## src/rtl/regbank_write_arbiter_pkg.sv

```systemverilog
// Shared types and constants for the register-bank write arbiter.
// Contents: FSM state encoding, bus widths, register address map and
// the address-legality helper used by the WRITE state.
package regbank_write_arbiter_pkg;

  localparam int NUM_REGS = 5;
  localparam int ADDR_W   = 7;
  localparam int DATA_W   = 8;

  localparam logic [ADDR_W-1:0] REG1_ADDR = 7'd1;
  localparam logic [ADDR_W-1:0] REG2_ADDR = 7'd2;
  localparam logic [ADDR_W-1:0] REG3_ADDR = 7'd3;
  localparam logic [ADDR_W-1:0] REG4_ADDR = 7'd4;
  localparam logic [ADDR_W-1:0] REG5_ADDR = 7'd5;

  typedef enum logic [1:0] {
    ST_IDLE  = 2'd0,
    ST_XFER  = 2'd1,
    ST_WRITE = 2'd2
  } state_e;

  // Legal targets are 1..NUM_REGS; address 0 and anything above are rejected.
  function automatic logic addr_legal(input logic [ADDR_W-1:0] addr);
    return (addr >= REG1_ADDR) && (addr <= ADDR_W'(NUM_REGS));
  endfunction

endpackage

```

## src/rtl/regbank_write_arbiter_rr_arb2.sv

```systemverilog
// rr_arb2: two-input round-robin grant selector, purely combinational.
// Ports: req0/req1 requests in, last_grant = port served last (0/1),
//        gnt_vld = any request present, gnt = selected port index.
// Latency: zero; no backpressure of its own (the caller holds the grant).
module rr_arb2 (
  input  logic req0,
  input  logic req1,
  input  logic last_grant,
  output logic gnt_vld,
  output logic gnt
);

  assign gnt_vld = req0 | req1;

  // On contention the port that was not served last wins, so neither
  // requester can be starved.
  always_comb begin
    gnt = 1'b0;
    if (req0 && req1) begin
      gnt = ~last_grant;
    end else if (req1) begin
      gnt = 1'b1;
    end
  end

endmodule

```

## src/rtl/regbank_write_arbiter.sv

```systemverilog
// regbank_write_arbiter: two-master round-robin write port into the 5-entry
// 8-bit configuration register bank (reg1..reg5); sole driver of those regs.
// Latency: valid seen at edge N -> ready high in cycle N+1 -> write and
//          wr_done/wr_err at edge N+2; one write per 3 cycles.
// Backpressure: the loser's ready stays low and its request waits; masters
//          hold addr/data stable while valid && !ready.
// Ports: clk, rst (async, active-high); m0_*/m1_* valid/addr/data/ready
//        request ports; commit (shadow copy strobe); reg1..reg5 live values;
//        wr_done / wr_err one-cycle status pulses; busy = FSM not idle.
// Build option: REGBANK_SHADOW_EN -- writes land in shadow registers and a
//        commit pulse copies all shadows to reg1..reg5 on the next edge.
module regbank_write_arbiter
  import regbank_write_arbiter_pkg::*;
(
  input  logic              clk,
  input  logic              rst,
  input  logic              m0_valid,
  input  logic [ADDR_W-1:0] m0_addr,
  input  logic [DATA_W-1:0] m0_data,
  output logic              m0_ready,
  input  logic              m1_valid,
  input  logic [ADDR_W-1:0] m1_addr,
  input  logic [DATA_W-1:0] m1_data,
  output logic              m1_ready,
  input  logic              commit,
  output logic [DATA_W-1:0] reg1,
  output logic [DATA_W-1:0] reg2,
  output logic [DATA_W-1:0] reg3,
  output logic [DATA_W-1:0] reg4,
  output logic [DATA_W-1:0] reg5,
  output logic              wr_done,
  output logic              wr_err,
  output logic              busy
);

  state_e              state_q, state_d;
  logic                grant_q, grant_d;
  logic                last_grant_q, last_grant_d;
  logic [ADDR_W-1:0]   addr_q, addr_d;
  logic [DATA_W-1:0]   data_q, data_d;
  logic                m0_ready_q, m0_ready_d;
  logic                m1_ready_q, m1_ready_d;
  logic                wr_done_q, wr_done_d;
  logic                wr_err_q, wr_err_d;
  logic                busy_q, busy_d;
  logic [DATA_W-1:0]   live_q [NUM_REGS];
  logic [DATA_W-1:0]   live_d [NUM_REGS];
`ifdef REGBANK_SHADOW_EN
  logic [DATA_W-1:0]   shadow_q [NUM_REGS];
  logic [DATA_W-1:0]   shadow_d [NUM_REGS];
`else
  logic                commit_unused;
  assign commit_unused = commit;
`endif

  logic arb_vld;
  logic arb_gnt;
  logic gnt_port_valid;

  rr_arb2 u_rr_arb2 (
    .req0       (m0_valid),
    .req1       (m1_valid),
    .last_grant (last_grant_q),
    .gnt_vld    (arb_vld),
    .gnt        (arb_gnt)
  );

  // Valid of whichever port currently holds the grant.
  assign gnt_port_valid = grant_q ? m1_valid : m0_valid;

  always_comb begin
    state_d      = state_q;
    grant_d      = grant_q;
    last_grant_d = last_grant_q;
    addr_d       = addr_q;
    data_d       = data_q;
    m0_ready_d   = 1'b0;
    m1_ready_d   = 1'b0;
    wr_done_d    = 1'b0;
    wr_err_d     = 1'b0;
    for (int i = 0; i < NUM_REGS; i++) begin
      live_d[i] = live_q[i];
`ifdef REGBANK_SHADOW_EN
      shadow_d[i] = shadow_q[i];
`endif
    end

    case (state_q)
      ST_IDLE: begin
        if (arb_vld) begin
          grant_d    = arb_gnt;
          m0_ready_d = ~arb_gnt;
          m1_ready_d = arb_gnt;
          state_d    = ST_XFER;
        end
      end
      ST_XFER: begin
        // A master that withdrew valid during its ready cycle transfers
        // nothing and does not consume its round-robin turn.
        if (gnt_port_valid) begin
          addr_d       = grant_q ? m1_addr : m0_addr;
          data_d       = grant_q ? m1_data : m0_data;
          last_grant_d = grant_q;
          state_d      = ST_WRITE;
        end else begin
          state_d = ST_IDLE;
        end
      end
      ST_WRITE: begin
        if (addr_legal(addr_q)) begin
          for (int i = 0; i < NUM_REGS; i++) begin
            if (addr_q == ADDR_W'(i + 1)) begin
`ifdef REGBANK_SHADOW_EN
              shadow_d[i] = data_q;
`else
              live_d[i] = data_q;
`endif
            end
          end
          wr_done_d = 1'b1;
        end else begin
          wr_err_d = 1'b1;
        end
        state_d = ST_IDLE;
      end
      default: state_d = ST_IDLE;
    endcase

`ifdef REGBANK_SHADOW_EN
    // Copy from the post-write shadow so a coincident write is included.
    if (commit) begin
      for (int i = 0; i < NUM_REGS; i++) begin
        live_d[i] = shadow_d[i];
      end
    end
`endif

    busy_d = (state_d != ST_IDLE);
  end

  always_ff @(posedge clk or posedge rst) begin
    if (rst) begin
      state_q      <= ST_IDLE;
      grant_q      <= 1'b0;
      last_grant_q <= 1'b1;
      addr_q       <= '0;
      data_q       <= '0;
      m0_ready_q   <= 1'b0;
      m1_ready_q   <= 1'b0;
      wr_done_q    <= 1'b0;
      wr_err_q     <= 1'b0;
      busy_q       <= 1'b0;
      for (int i = 0; i < NUM_REGS; i++) begin
        live_q[i] <= '0;
`ifdef REGBANK_SHADOW_EN
        shadow_q[i] <= '0;
`endif
      end
    end else begin
      state_q      <= state_d;
      grant_q      <= grant_d;
      last_grant_q <= last_grant_d;
      addr_q       <= addr_d;
      data_q       <= data_d;
      m0_ready_q   <= m0_ready_d;
      m1_ready_q   <= m1_ready_d;
      wr_done_q    <= wr_done_d;
      wr_err_q     <= wr_err_d;
      busy_q       <= busy_d;
      for (int i = 0; i < NUM_REGS; i++) begin
        live_q[i] <= live_d[i];
`ifdef REGBANK_SHADOW_EN
        shadow_q[i] <= shadow_d[i];
`endif
      end
    end
  end

  assign m0_ready = m0_ready_q;
  assign m1_ready = m1_ready_q;
  assign wr_done  = wr_done_q;
  assign wr_err   = wr_err_q;
  assign busy     = busy_q;
  assign reg1     = live_q[0];
  assign reg2     = live_q[1];
  assign reg3     = live_q[2];
  assign reg4     = live_q[3];
  assign reg5     = live_q[4];

endmodule

```

## config.mk

```make
export PLATFORM = sky130hd
export DESIGN_NAME = regbank_write_arbiter
export DESIGN_NICKNAME = d
export VERILOG_FILES = /design/src/rtl/regbank_write_arbiter_pkg.sv /design/src/rtl/regbank_write_arbiter_rr_arb2.sv /design/src/rtl/regbank_write_arbiter.sv
export SDC_FILE = /design/constraint.sdc
export NUM_CORES = 1
export LEC_CHECK = 0
export BUFFER_PORTS_ARGS = -buffer_cell sky130_fd_sc_hd__buf_4
export CAP_MARGIN = 10
export CORE_ASPECT_RATIO = 1.5
export CORE_MARGIN = 2
export CORE_UTILIZATION = 45
export DETAILED_ROUTE_END_ITERATION = 7
export GPL_ROUTABILITY_DRIVEN = 0
export PLACE_DENSITY = 0.82
export SLEW_MARGIN = 20
export SYNTH_ARGS = -nofsm -noshare
export SYNTH_HDL_FRONTEND = slang
export SYNTH_HIERARCHICAL = 1
export SYNTH_SLANG_ARGS = --single-unit
```

## constraint.sdc

```tcl
create_clock -name clk -period 3.9 [get_ports clk]
set_clock_uncertainty 0.1 [all_clocks]
set_input_delay 0.78 -clock clk [delete_from_list [all_inputs] [get_ports clk]]
set_output_delay 0.78 -clock clk [all_outputs]
set_load 0.1 [all_outputs]
```

* Yosys cells after proc, flatten, opt, wreduce, memory -nomap -nowiden *
Index checks and enable logic that the tools add are counted.

storage, ports and cells
  bits in registers = 64
  input bits = 35
  output and inout port bits = 45
  word-level logic and storage cells = 54

cells by class
  magnitude comparators = 2
  equality and inequality tests = 7
  muxes and demuxes = 16
  bitwise operators = 3
  reductions and logical operators = 11

operator list
  operator            count
  $reduce_and 3->1    5
  $eq 7x2->1 const B  2
  $eq 7x3->1 const B  2
  $mux 1              11
  $mux 8              1
  $eq 7x1->1 const B  1
  $ge 7x1->1 const B  1
  $le 7x3->1 const B  1
  $mux 7              1
  $mux 2              2
  $pmux 2 s2          1
  $reduce_and 2->1    2
  $eq 2x1->1 const B  1
  $eq 2x2->1 const B  1
  $logic_and 1x1->1   2
  $logic_not 2->1     1
  $not 1->1           2
  $reduce_bool 2->1   1
  $or 1x1->1          1

* Logic depth before layout (Yosys ltp) *
Gate-level depths: netlist of the first run.

  depth after elaboration = 5
  depth in mapped cells = 6
  depth with buffers taken out = 3

* Hierarchy *
Netlist of the first run, hierarchy kept.

modules (own cells, without submodules)
  module                 instances  cells an instance  area each (µm²)  seq. area each (µm²)
  regbank_write_arbiter  1          171                2676.3           1602.8
  rr_arb2                1          2                  13.8             0.0

* Least setup slack after synthesis of the first run *
OpenSTA, ideal clock, no wires.

  kind = reg-to-reg
  from = register addr_q[3]
  to = register live_q, in the netlist reg1[0]
  setup time = 125 ps
  data arrival time = 1901 ps
  required time = 3675 ps
  setup slack = 1774 ps
  cell stages (with the launch flop) = 5
  path buffers = 1
  clock period less this slack = 2126 ps
  path through = dfrtp_1 -> or4_4 -> or4b_1 -> buf_6 -> mux2_4

between the ends
  longest elaborated chain between the ends = 3
  elaborated cells on any way between the ends = 5
  classes of those cells = order compare: 2; eq/ne: 1; reduce/logical: 2

ends and longest elaborated chain
  item                                      RTL line                         RTL
  start, declared                           regbank_write_arbiter.sv:39      logic [ADDR_W-1:0] addr_q, addr_d;
  start signal, assigned                    regbank_write_arbiter.sv:163     addr_q <= addr_d;
  $ge 7x1->1 or $le 7x3->1 (tied branches)  regbank_write_arbiter_pkg.sv:24  return (addr >= REG1_ADDR) && (addr <= ADDR_W'(NUM_REGS));
  $logic_and 1x1->1                         regbank_write_arbiter_pkg.sv:24
  $reduce_and 3->1 (no source line) *       -
  end signal, assigned by index             regbank_write_arbiter.sv:171     live_q[i] <= live_d[i];
  end, declared                             regbank_write_arbiter.sv:46      logic [DATA_W-1:0] live_q [NUM_REGS];

Mark *: on every way between the ends. The rest lies on a longest branch, timed or not.
A chain may end at the register's enable or synchronous reset.

* Worst setup path after layout of the first run *
  from = register addr_q[3]
  to = register live_q, in the netlist reg1[1]

Same word-level chain as after synthesis.

==> results of run 1 <==
==> state kept, by name (all words and copies together) (netlist names), 2 cells and up <==
name,flops
addr_q,7
reg3,8
reg2,8
reg1,8
state_q,2
data_q,8
reg5,8
reg4,8
==> area by class of cell <==
type	instances	area, µm²
multi-input combinational	100	1040
sequential	64	1600
timing repair buffer	80	601
tap	72	90.1
clock buffer	14	183
inverter	3	12.5
fill	469	2220
clock inverter	2	35.0
==> cell usage after synthesis (2+ instances only) <==
library cell,n,area (µm²)
a31oi_1,2,12.5
nor3b_1,2,15.0
mux2_4,8,120
clkbuf_1,2,7.51
mux2_2,62,698
dfrtp_1,63,1580
nand3b_1,2,15.0
nand4_1,2,12.5
nor2_1,2,7.51
inv_1,3,11.3
mux2i_1,2,20.0
nor2b_1,3,18.8
buf_2,2,10.0
==> worst paths after layout <==
kind	start	to	slack, ns
setup reg to reg	addr_q[3]	reg1[1]	1.48
hold / removal	reg3[5]	reg3[5]	0.41
setup / recovery	addr_q[3]	reg1[1]	1.48
hold reg to reg	reg3[5]	reg3[5]	0.41
min in group asynchronous	rst	reg4[5]	0.51
max in group asynchronous	rst	reg5[3]	2.51
==> cell families after synthesis <==
logic type | after synthesis | synth area share (%)
multiplexers | 72 | 31.2
flip-flops | 64 | 59.6
AND/OR/NAND/NOR | 24 | 6.70
buffers and inverters | 9 | 1.63
AO/OA/AOI/OAI | 4 | 0.930
==> metal layers <==
| metal | vias up | global-route usage [%] |
|---|---|---|
| li1 | 794 | - |
| met1 | 854 | 20.9 |
| met2 | 43 | 30.6 |
| met3 | 7 | 3.54 |
| met4 | 0 | 8.48 |
| met5 | - | 0 |
==> worst reg2reg max path, stage by stage (launching register included) <==
cell and delay [ns]:
dfrtp_1 0.40, or4_4 0.57, or4b_1 0.83, mux2_4 0.40
==> report_power, final <==
group / internal, mW / leakage [nW] / switching (mW)
registers: 0.855 / 0.846 / 0.174
clock network: 0.364 / 0.113 / 0.233
logic: 0.406 / 0.866 / 0.874
==> impl_metrics.tcl, run 1 <==
set metrics [dict create \
    path_max_fanout 8 \
    crit_required_ns 4.01 \
    root_buffer "clkbuf_8" \
    drive_gt1_share_pct 65.0 \
    path_buf_inv 0 \
    maxSlewViolCount 0 \
    power_density_mw_per_mm2 815 \
    tns_ns 0 \
    synth-edff-count 0 \
    cts_hold_buf 0 \
    wl_mm 5.41 \
    worst_hold_slack_ns 0.410 \
    rsz0062_at_grt "no" \
    worstMarginPinSlew_ns 0.877 \
    critical-path-slowest-cell "or4b_1" \
    post-place-ws_ns 1.47 \
    cts_resized 0 \
    ys.flop_type "dfrtp_1" \
    clock_latency_ns 0.33 \
    gr-total-overflow 0 \
    rows 34 \
    drt_iter0_drc 40 \
    wl_met2_mm 2.99 \
    worstSetupEndpointType "flip-flop" \
    postCtsSetupBuffers 0 \
    grt_pass1_vias 1756 \
    max_slew_margin_pct 41.5 \
    yosys.cell_types.count 31 \
    yosysWarnings 6 \
    ys_seq_elements 64 \
    avgViaCountPerCell 5.07 \
    drtPass1Iterations 4 \
    syn-mean-instance-area_um2 15.5 \
    drv_cap 0 \
    dieHeight_um 98.7 \
    final_antenna_net_count 0 \
    syn-cell-area_mm2 0.00269 \
    die-area_mm2 0.00663 \
    fin_area_mm2 0.00357 \
    wl_met3_um 197 \
    core-area_mm2 0.00579 \
    path_delay_family "simple AND/OR/NAND/NOR gates" \
    min_path_type "reg2reg" \
    grt_pass1_wl_mm 8.60 \
    cts.clk_slew.worst_paths_ns 0.06 \
    path_class "reg2reg" \
    cts_tree "built" \
    hold_depth 1 \
    port_buffers 78 \
    seq_area_frac_synth_pct 59.6 \
    peakVddDrop_uv 415 \
    cp.depth 3 \
    max_freq_ghz 0.413 \
    synthArstFlopShare_pct 100 \
    final_cells 335 \
    cts_sinks 64 \
    wl_per_cell_um 16.1 \
    start_util_pct 46.5 \
    wl_met1_mm 2.12 \
    cts_max_path_buffers 2 \
    synth_nets 208 \
    outcome "finished clean" \
    worstPathCellList "or4_4 -> or4b_1 -> mux2_4" \
    cp-start-kind "flip-flop" \
    io_pins 80 \
    r2r_cells 3 \
    crit_arrival_ns 2.53 \
    die_x_um 67.1 \
    drc 0 \
    place_inst 319 \
    antenna_found_initial 0 \
    grt_max_degree 54 \
    syn2layout_area_growth_pct 32.6 \
    power_mw 2.91 \
    final-hold-violation-count 0 \
    final_common_cell "buf_4" \
    synthCells 173 \
    leakage_nw 1.82 \
    fin_util_pct 61.7 \
    cts_buffers 9 \
    cpPeakStageDelay_ns 0.83 \
    track_usage_pct 17.9 \
    nets 293 \
    vias 1698 \
    timing.final.ws_setup_ns 1.48 \
    htreeDepth 3 \
    dp_hpwl_mm 3.90 \
    finalSetupViolations 0 \
    fin_crit_sh_pct 62.1 \
    top_layer "met4" \
    antenna_cells 0 \
    final_cell_mix "80 x buf_4, 63 x dfrtp_1, 62 x mux2_2, 13 x clkbuf_8, 8 x mux2_4" \
    min_period_ns 2.42 \
    placed_cell_area_mm2 0.00335 \
]
Note: power is estimated with default switching activity, not from simulation.
==> run 2: changes to the inputs <==
==> constraint.sdc (replaced) <==
create_clock -name clk -period 2.3 [get_ports clk]
set_clock_uncertainty 0.1 [all_clocks]
set_input_delay 0.46 -clock clk [delete_from_list [all_inputs] [get_ports clk]]
set_output_delay 0.46 -clock clk [all_outputs]
set_load 0.1 [all_outputs]
==> run 2 against run 1 <==
Against the previous run:
- critical path depth is 1 higher
- global-route usage is 1.1 points higher
- register-to-register slack worse by 1.4 ns
- flip-flop and latch count stayed put
- non-clock buffer count is 7 higher
- via count is 1.5% higher
- sequential share of layout area is 0.42 points lower
- count of clock-buffer cells in the layout is 1 lower
- final area is 0.95% higher
- clock power is 45% higher
- worst setup slack worse by 1.4 ns
==> impl_metrics.tcl, run 2 (synthesis gave the netlist of run 1 again) <==
set metrics [dict create \
    leakage_nw 1.85 \
    crit_arrival_ns 2.33 \
    grt_pass1_wl_mm 9.09 \
    max_slew_margin_pct 45.5 \
    drive_gt1_share_pct 66.3 \
    rows 34 \
    cts_sinks 64 \
    timing.final.ws_setup_ns 0.0732 \
    avgViaCountPerCell 5.04 \
    antenna_cells 0 \
    drtPass1Iterations 4 \
    path_class "reg2reg" \
    crit_required_ns 2.41 \
    cpPeakStageDelay_ns 0.58 \
    fin_crit_sh_pct 96.8 \
    fin_area_mm2 0.00360 \
    critical-path-slowest-cell "or4_4" \
    path_max_fanout 4 \
    die-area_mm2 0.00663 \
    post-place-ws_ns 0.0283 \
    fill_cells 474 \
    worstSetupEndpointType "flip-flop" \
    root_buffer "clkbuf_8" \
    cts_buffers 9 \
    power_density_mw_per_mm2 1330 \
    postCtsSetupBuffers 0 \
    path_delay_family "simple AND/OR/NAND/NOR gates" \
    htreeDepth 3 \
    track_usage_pct 19.0 \
    start_util_pct 46.5 \
    final-hold-violation-count 0 \
    tns_ns 0 \
    drc 0 \
    max_freq_ghz 0.449 \
    min_period_ns 2.23 \
    cts.clk_slew.worst_paths_ns 0.06 \
    gr-total-overflow 0 \
    wl_mm 5.54 \
    outcome "finished clean" \
    drv_cap 0 \
    power_mw 4.80 \
    min_path_type "in2async" \
    port_buffers 78 \
    core-area_mm2 0.00579 \
    final_cell_mix "86 x buf_4, 63 x dfrtp_1, 62 x mux2_2, 12 x clkbuf_8, 8 x mux2_4" \
    cts_max_path_buffers 2 \
    placed_cell_area_mm2 0.00341 \
    antenna_found_initial 0 \
    drt_iter0_drc 79 \
    die_x_um 67.1 \
    syn2layout_area_growth_pct 33.9 \
    peakVddDrop_uv 735 \
    dp_hpwl_mm 3.99 \
    wl_per_cell_um 16.2 \
    final_antenna_net_count 0 \
    cp-start-kind "flip-flop" \
    clock_latency_ns 0.32 \
    dieHeight_um 98.7 \
    cp.depth 4 \
    worstMarginPinSlew_ns 0.818 \
    maxSlewViolCount 0 \
    cts_tree "built" \
    finalSetupViolations 0 \
    cts_hold_buf 0 \
    rsz0062_at_grt "no" \
    worstPathCellList "or4_4 -> or4b_4 -> buf_4 -> mux2_4" \
    nets 300 \
    vias 1723 \
    final_common_cell "buf_4" \
    path_buf_inv 1 \
    grt_max_degree 65 \
    grt_pass1_vias 1792 \
    io_pins 80 \
    r2r_cells 4 \
]
run 2: worst register-to-register path, cell delays in order, from the launching register on:
cell	delay, ns
dfrtp_1	0.40
or4_4	0.58
or4b_4	0.56
buf_4	0.18
mux2_4	0.29
run 2: per-stage QoR:
| step | util (%) | cells | hold WS, ns |
|---|---|---|---|
| 2_1_floorplan | - | 173 | 0.406 |
| 3_3_place_gp | 59.0 | 326 | 0.392 |
| 3_5_place_dp | 59.0 | 326 | 0.397 |
| 4_1_cts | 62.2 | 342 | 0.109 |
| 5_1_grt | 62.2 | 342 | 0.133 |
| 6_report | 62.2 | 342 | 0.110 |
run 2: final timing paths:
check | from | to | slack [ns]
setup / recovery | addr_q[3] | reg1[3] | 0.07
hold / removal | rst | reg5[5] | 0.11
setup reg to reg | addr_q[3] | reg1[3] | 0.07
hold reg to reg | reg2[6] | reg2[6] | 0.41
max in group asynchronous | rst | last_grant_q | 1.68
min in group clk | m0_addr[2] | addr_q[2] | 0.33
run 2: layer usage:
layer | up-vias | global-route usage, % | wire [µm]
li1 | 810 | - | -
met5 | - | 0 | 0
met1 | 864 | 23.4 | 2190
met2 | 47 | 31.5 | 3050
met3 | 2 | 5.02 | 253
met4 | 0 | 6.75 | 43
run 2: cell type report:
class | count | area [µm²] | share of cell area, %
Sequential cell | 64 | 1600 | 44.5
Multi-Input combinational cell | 100 | 1050 | 29.1
Timing Repair Buffer | 87 | 666 | 18.5
Clock buffer | 13 | 169 | 4.69
Tap cell | 72 | 90.1 | 2.50
Clock inverter | 3 | 15.0 | 0.417
Inverter | 3 | 11.3 | 0.313
run 2: timing repair:
action / in CTS / in global routing
hold endpoints to repair: 0 / 0
gates resized for setup: 0 / 1
setup endpoints to repair: 0 / 8
run 2: power by group:
part / switching (mW) / internal [mW]
clock: 0.393 / 0.474
combinational: 1.48 / 0.699
sequential: 0.300 / 1.45
total: 2.17 / 2.62
